--- src/rtl/ttt_turn_sequencer.sv ---
// Turn sequencer/arbiter sharing one tic-tac-toe board datapath between two players.
// Validates moves, forwards them to the board, acks/naks, times turns out and keeps match scores.
//
// state | meaning
// IDLE  | after reset, waiting for the first start
// CLEAR | one-cycle board clear, pick the opening player
// WAIT  | waiting for the on-turn player's request, turn timer running
// ISSUE | move strobed to the board
// CHECK | board verdict sampled, ack/nak issued
// DONE  | game over, results held until the next start
module ttt_turn_sequencer #(
    parameter int TIMEOUT_CYCLES = 1000,
    parameter int SCORE_W        = 4
) (
    input  logic               clk,
    input  logic               rst,
    input  logic               start,
    input  logic               p0_req,
    input  logic [1:0]         p0_row,
    input  logic [1:0]         p0_col,
    output logic               p0_ack,
    output logic               p0_nak,
    input  logic               p1_req,
    input  logic [1:0]         p1_row,
    input  logic [1:0]         p1_col,
    output logic               p1_ack,
    output logic               p1_nak,
    output logic               brd_clear,
    output logic               brd_update,
    output logic               brd_player,
    output logic [1:0]         brd_row,
    output logic [1:0]         brd_col,
    input  logic               brd_gameover,
    input  logic               brd_winner,
    input  logic               brd_draw,
    input  logic               brd_err,
    output logic               turn,
    output logic               in_game,
    output logic               game_done,
    output logic               timeout_loss,
    output logic [3:0]         move_cnt,
    output logic [SCORE_W-1:0] score0,
    output logic [SCORE_W-1:0] score1,
    output logic [SCORE_W-1:0] draws
);

    localparam int TW = (TIMEOUT_CYCLES > 2) ? $clog2(TIMEOUT_CYCLES) : 1;
    localparam logic [TW-1:0] TO_LAST = TW'(TIMEOUT_CYCLES - 1);

    typedef enum logic [2:0] {
        S_IDLE  = 3'd0,
        S_CLEAR = 3'd1,
        S_WAIT  = 3'd2,
        S_ISSUE = 3'd3,
        S_CHECK = 3'd4,
        S_DONE  = 3'd5
    } state_t;

    state_t             state_q, state_d;
    logic               turn_q, turn_d;
    logic               first_q, first_d;
    logic [TW-1:0]      timer_q, timer_d;
    logic [1:0]         row_q, row_d;
    logic [1:0]         col_q, col_d;
    logic [3:0]         cnt_q, cnt_d;
    logic [SCORE_W-1:0] s0_q, s0_d;
    logic [SCORE_W-1:0] s1_q, s1_d;
    logic [SCORE_W-1:0] dr_q, dr_d;
    logic               tl_q, tl_d;

    logic               req_on;
    logic [1:0]         row_on;
    logic [1:0]         col_on;
    logic               ack_on;
    logic               nak_on;

    function automatic logic [SCORE_W-1:0] sat_inc(input logic [SCORE_W-1:0] v);
        return (&v) ? v : v + 1'b1;
    endfunction

    always_ff @(posedge clk or negedge rst) begin
        if (!rst) begin
            state_q <= S_IDLE;
            turn_q  <= 1'b0;
            first_q <= 1'b0;
            timer_q <= '0;
            row_q   <= 2'd0;
            col_q   <= 2'd0;
            cnt_q   <= 4'd0;
            s0_q    <= '0;
            s1_q    <= '0;
            dr_q    <= '0;
            tl_q    <= 1'b0;
        end else begin
            state_q <= state_d;
            turn_q  <= turn_d;
            first_q <= first_d;
            timer_q <= timer_d;
            row_q   <= row_d;
            col_q   <= col_d;
            cnt_q   <= cnt_d;
            s0_q    <= s0_d;
            s1_q    <= s1_d;
            dr_q    <= dr_d;
            tl_q    <= tl_d;
        end
    end

    // Only the on-turn requester is ever looked at; the other one just stays pending.
    assign req_on = turn_q ? p1_req : p0_req;
    assign row_on = turn_q ? p1_row : p0_row;
    assign col_on = turn_q ? p1_col : p0_col;

    always_comb begin
        state_d = state_q;
        turn_d  = turn_q;
        first_d = first_q;
        timer_d = timer_q;
        row_d   = row_q;
        col_d   = col_q;
        cnt_d   = cnt_q;
        s0_d    = s0_q;
        s1_d    = s1_q;
        dr_d    = dr_q;
        tl_d    = tl_q;
        ack_on  = 1'b0;
        nak_on  = 1'b0;
        case (state_q)
            S_IDLE: begin
                if (start) state_d = S_CLEAR;
            end
            S_CLEAR: begin
                cnt_d   = 4'd0;
                timer_d = '0;
                tl_d    = 1'b0;
                turn_d  = first_q;
                first_d = ~first_q;
                state_d = S_WAIT;
            end
            S_WAIT: begin
                if (start) begin
                    state_d = S_CLEAR;
                end else begin
                    // Timer saturates at its terminal value so it can never wrap.
                    if (timer_q != TO_LAST) timer_d = timer_q + 1'b1;
                    if (req_on && (row_on == 2'd3 || col_on == 2'd3)) nak_on = 1'b1;
                    if (req_on && row_on != 2'd3 && col_on != 2'd3) begin
                        row_d   = row_on;
                        col_d   = col_on;
                        state_d = S_ISSUE;
                    end else if (timer_q == TO_LAST) begin
                        if (turn_q) s0_d = sat_inc(s0_q);
                        else        s1_d = sat_inc(s1_q);
                        tl_d    = 1'b1;
                        state_d = S_DONE;
                    end
                end
            end
            S_ISSUE: begin
                state_d = start ? S_CLEAR : S_CHECK;
            end
            S_CHECK: begin
                if (start) begin
                    state_d = S_CLEAR;
                end else if (brd_err) begin
                    nak_on  = 1'b1;
                    state_d = S_WAIT;
                end else begin
                    ack_on = 1'b1;
                    cnt_d  = cnt_q + 4'd1;
                    if (brd_gameover) begin
                        if (brd_draw)        dr_d = sat_inc(dr_q);
                        else if (brd_winner) s1_d = sat_inc(s1_q);
                        else                 s0_d = sat_inc(s0_q);
                        state_d = S_DONE;
                    end else begin
                        turn_d  = ~turn_q;
                        timer_d = '0;
                        state_d = S_WAIT;
                    end
                end
            end
            S_DONE: begin
                if (start) state_d = S_CLEAR;
            end
            default: state_d = S_IDLE;
        endcase
    end

    assign p0_ack = ack_on & ~turn_q;
    assign p1_ack = ack_on &  turn_q;
    assign p0_nak = nak_on & ~turn_q;
    assign p1_nak = nak_on &  turn_q;

    assign brd_clear  = (state_q == S_CLEAR);
    assign brd_update = (state_q == S_ISSUE);
    assign brd_player = (state_q == S_ISSUE) ? turn_q : 1'b0;
    assign brd_row    = (state_q == S_ISSUE) ? row_q : 2'd0;
    assign brd_col    = (state_q == S_ISSUE) ? col_q : 2'd0;

    assign turn         = turn_q;
    assign in_game      = (state_q == S_CLEAR) || (state_q == S_WAIT) ||
                          (state_q == S_ISSUE) || (state_q == S_CHECK);
    assign game_done    = (state_q == S_DONE);
    assign timeout_loss = tl_q;
    assign move_cnt     = cnt_q;
    assign score0       = s0_q;
    assign score1       = s1_q;
    assign draws        = dr_q;

endmodule

--- config.mk ---
export PLATFORM = sky130hd
export DESIGN_NAME = ttt_turn_sequencer
export DESIGN_NICKNAME = d
export VERILOG_FILES = /design/src/rtl/ttt_turn_sequencer.sv
export SDC_FILE = /design/constraint.sdc
export NUM_CORES = 1
export LEC_CHECK = 0
export ABC_AREA = 0
export BUFFER_PORTS_ARGS = -buffer_cell sky130_fd_sc_hd__buf_2
export CAP_MARGIN = 20
export CORE_AREA = 8 8 93 95
export CTS_CLUSTER_DIAMETER = 100
export DETAILED_ROUTE_END_ITERATION = 6
export DIE_AREA = 0 0 101 103
export GPL_TIMING_DRIVEN = 0
export PLACE_DENSITY = 0.54
export SYNTH_ARGS = -nofsm -noshare
export SYNTH_HDL_FRONTEND = slang
export SYNTH_SLANG_ARGS = --single-unit
--- constraint.sdc ---
create_clock -name clk -period 2.43 [get_ports clk]
set_input_delay 0.486 -clock clk [delete_from_list [all_inputs] [get_ports clk]]
set_output_delay 0.486 -clock clk [all_outputs]
set_load 0.1 [all_outputs]
==> run summary <==
status - finished, final reports clean
post-synthesis net count - 227
initial antenna violation count - 0
number of global-route vias before repair - 1814
initial core utilization - 0.2926
routed length on met2 - 2613 microns
most numerous cell in the Yosys netlist - dfrtp_1
number of synthesized flops with an enable pin - 0
Total Nets Final - 288
TritonCTS clock tree - done
#FFs+latches synth - 36
CP max-delay cell - dfrtp_1
Clock Skews - 0.005468 ns
die width - 101 microns
clock sinks - 36
Setup crit end kind - output pin
Area Overhead vs Synth - 32.35%
Compound-Gate Fraction of Synth Area - 0.1696
HPWL Detailed - 4006 microns
Die Y - 103 microns
Max-Cap Viols - 0
multiplexer area fraction after synthesis - 0.07789
core area - 0.007137 sq mm
Synth Warn # - 0
CP arrival - 1.84 ns
final WL - 5406 microns
XOR/XNOR Fraction of Synth Area - 0.06291
total track usage - 0.1130
largest net degree at the start of global routing - 37
num rows - 31
Iter 0 DRT Violations - 50
Synth top area share - 0.4314
simple-gate area share of the yosys netlist - 0.2037
Max Root-Sink Buffers - 2
wire length per cell - 14.77 microns
setup_tns - 0 ns
Slew HR - 0.4410
crit path cell chain - or3b_4, a211oi_2, o21bai_2, nor2_4, buf_12
Overall Power - 3.809 mW
critical path class - reg2out
Die ar. - 0.01040 sq mm
Mapped Area - 0.002088 sq mm
pwr dens - 1378 mW/mm^2
# H-tree levels - 2
layout cell share with drive strength beyond 1 - 0.3895
Synth cell types - 47
Async SR Flop Fraction - 1.000
# setup viols final - 0
Syn Area/Cell - 10.19 sq um
required time of the critical path - 1.94 ns
RSZ-0062 raised after global routing - true
HP Class - in2async
number of remaining DRC errors - 0
maximum vdd drop - 810.4 uV
post-route minimum period - 2.330 ns
top layer in use - met4
Via Count - 1781
clk_lat worst skew - 0.29 ns
CP max FO - 7
part of the cycle the worst path needs - 0.9588
vias per cell - 4.866
Cells after Synth - 205
grt total ovfl - 0
TritonRoute pass-1 iters - 4
synth top area cells - dfrtp_1, mux2_2, xnor2_1
top post-synthesis cells by count - dfrtp_1, nor2_1, a21oi_1, xnor2_1
Hold Buf Count CTS - 0
Final Hold Viols - 0
nature of the critical path startpoint - flip-flop
GPL Wtd Cong - 0.7936
antenna cells - 0
root buffer cell - clkbuf_8
CP max stage delay - 0.47 ns
I/O pin total - 48
wire length on met1 - 2415 microns
CTS buffer count - 5
Final Max Tran Viols - 0
post-synthesis adder-cell area fraction - 0.02996
Worst-path clk slew - 0.07 ns
largest family of logic cells by synthesized area - simple AND/OR/NAND/NOR gates
filler instances - 750
Slew @ Worst Pin - 0.8385 ns
first-pass GRT wire length - 9259 microns
Static Leakage - 1.245 nW
metal3 WL - 290 microns
Primary FF master, synth - dfrtp_1
Seq/Total Area, Yosys - 0.4314
Fmax - 429.2 MHz
largest area contributor in the netlist - dfrtp_1
I/O Buffers - 47
ANT nets after route - 0
## metal layers
metal | up-vias | track usage
met1 | 855 | 0.1356
met2 | 27 | 0.1890
met3 | 6 | 0.02971
li1 | 893 | -
met5 | - | 0
met4 | 0 | 0.04467
## placed cells by master, fill, tap and decap left out, types with 2 or more instances in the layout
master,instances
nor3_4,2
nand2_2,2
ha_1,5
and3_1,4
nand4b_1,2
buf_4,15
nor2_1,12
o22ai_1,6
or3_1,3
nand4_1,4
a21o_1,3
dfrtp_1,34
clkbuf_8,6
buf_12,3
o21ai_0,2
a31oi_1,3
nor2b_1,2
a211oi_1,2
nor2_4,3
clkbuf_2,3
a311oi_2,2
a22oi_1,2
or4_1,4
and2_2,5
o31ai_1,4
nand3_1,10
a22o_1,4
mux2_2,10
buf_2,38
inv_1,5
nand2b_1,3
a21oi_1,10
xnor2_1,10
nand2_1,7
xor2_1,4
mux2_4,2
clkbuf_1,4
## flip-flops by register name, indices dropped and copies added (netlist names)
signal        cells
first_q           1
col_q             2
turn              1
score0            4
move_cnt          4
timeout_loss      1
score1            4
row_q             2
state_q           3
timer_q          10
draws             4
## stage by stage
step | hold WS [ns] | setup slack (ns) | utilization | cell area (sq um) | std cells
floorplan | 0.1904 | -0.1175 | - | 2176 | 205
global placement | 0.4835 | -0.04165 | 0.3552 | 2535 | 351
detailed placement | 0.4876 | -0.01267 | 0.3552 | 2535 | 351
CTS | 0.3380 | 0.007079 | 0.3778 | 2696 | 360
global route | 0.3530 | -0.02333 | 0.3873 | 2764 | 366
finish | 0.3032 | 0.1000 | 0.3873 | 2764 | 366
## critical path, delay by kind of cell (launching register included)
family          cells  cell delay [ns]
buf+inv             1             0.18
simple gates        2             0.57
flops               1             0.47
compound gates      2             0.32
## power breakdown
group	switching, mW	total (mW)	leakage (nW)	internal, mW
Clock	0.209	0.440	0.0455	0.231
Sequential	0.170	0.942	0.473	0.772
Combinational	1.74	2.43	0.726	0.685
Total	2.12	3.81	1.24	1.69
## layout make-up
class,count,area (sq um),area share
Inverter,6,26.28,0.009507
Sequential cell,36,905.9,0.3278
Multi-Input combinational cell,156,1232,0.4459
Buffer,7,47.55,0.01720
Timing Repair Buffer,54,337.8,0.1222
Tap cell,99,123.9,0.04482
Clock buffer,8,90.09,0.03259
## final timing paths
kind	start	endpoint	slack, ns	cells past startpoint
setup / recovery	state_q[0]$_DFFE_PN0P_	p1_nak	0.10	5
hold / removal	rst	score1[0]$_DFFE_PN0P_	0.30	1
setup reg to reg	state_q[1]$_DFFE_PN0P_	score0[1]$_DFFE_PN0P_	0.26	6
hold reg to reg	col_q[1]$_DFFE_PN0P_	col_q[1]$_DFFE_PN0P_	0.50	1
max in group asynchronous	rst	turn$_DFFE_PN0P_	1.52	1
min in group clk	col_q[1]$_DFFE_PN0P_	col_q[1]$_DFFE_PN0P_	0.50	1
## kinds of logic (layout without fill, tap and decap cells)
group,count (synthesis),count (layout)
AND/OR/NAND/NOR,74,74
AO/OA/AOI/OAI,48,48
flip-flops,36,36
XOR/XNOR,15,15
multiplexers,14,14
buffers and inverters,13,75
adder cells (fa/ha/maj),5,5
## timing repair
| item | 4_1_cts | 5_1_grt |
|---|---|---|
| resized for setup | 20 | 8 |
| buffers inserted | 1 | 6 |
| endpoints found under the setup margin | 10 | 18 |
| pin swaps | 0 | 4 |
| endpoints found under the hold margin | 0 | 0 |
Note: power is estimated with default switching activity, not from simulation.
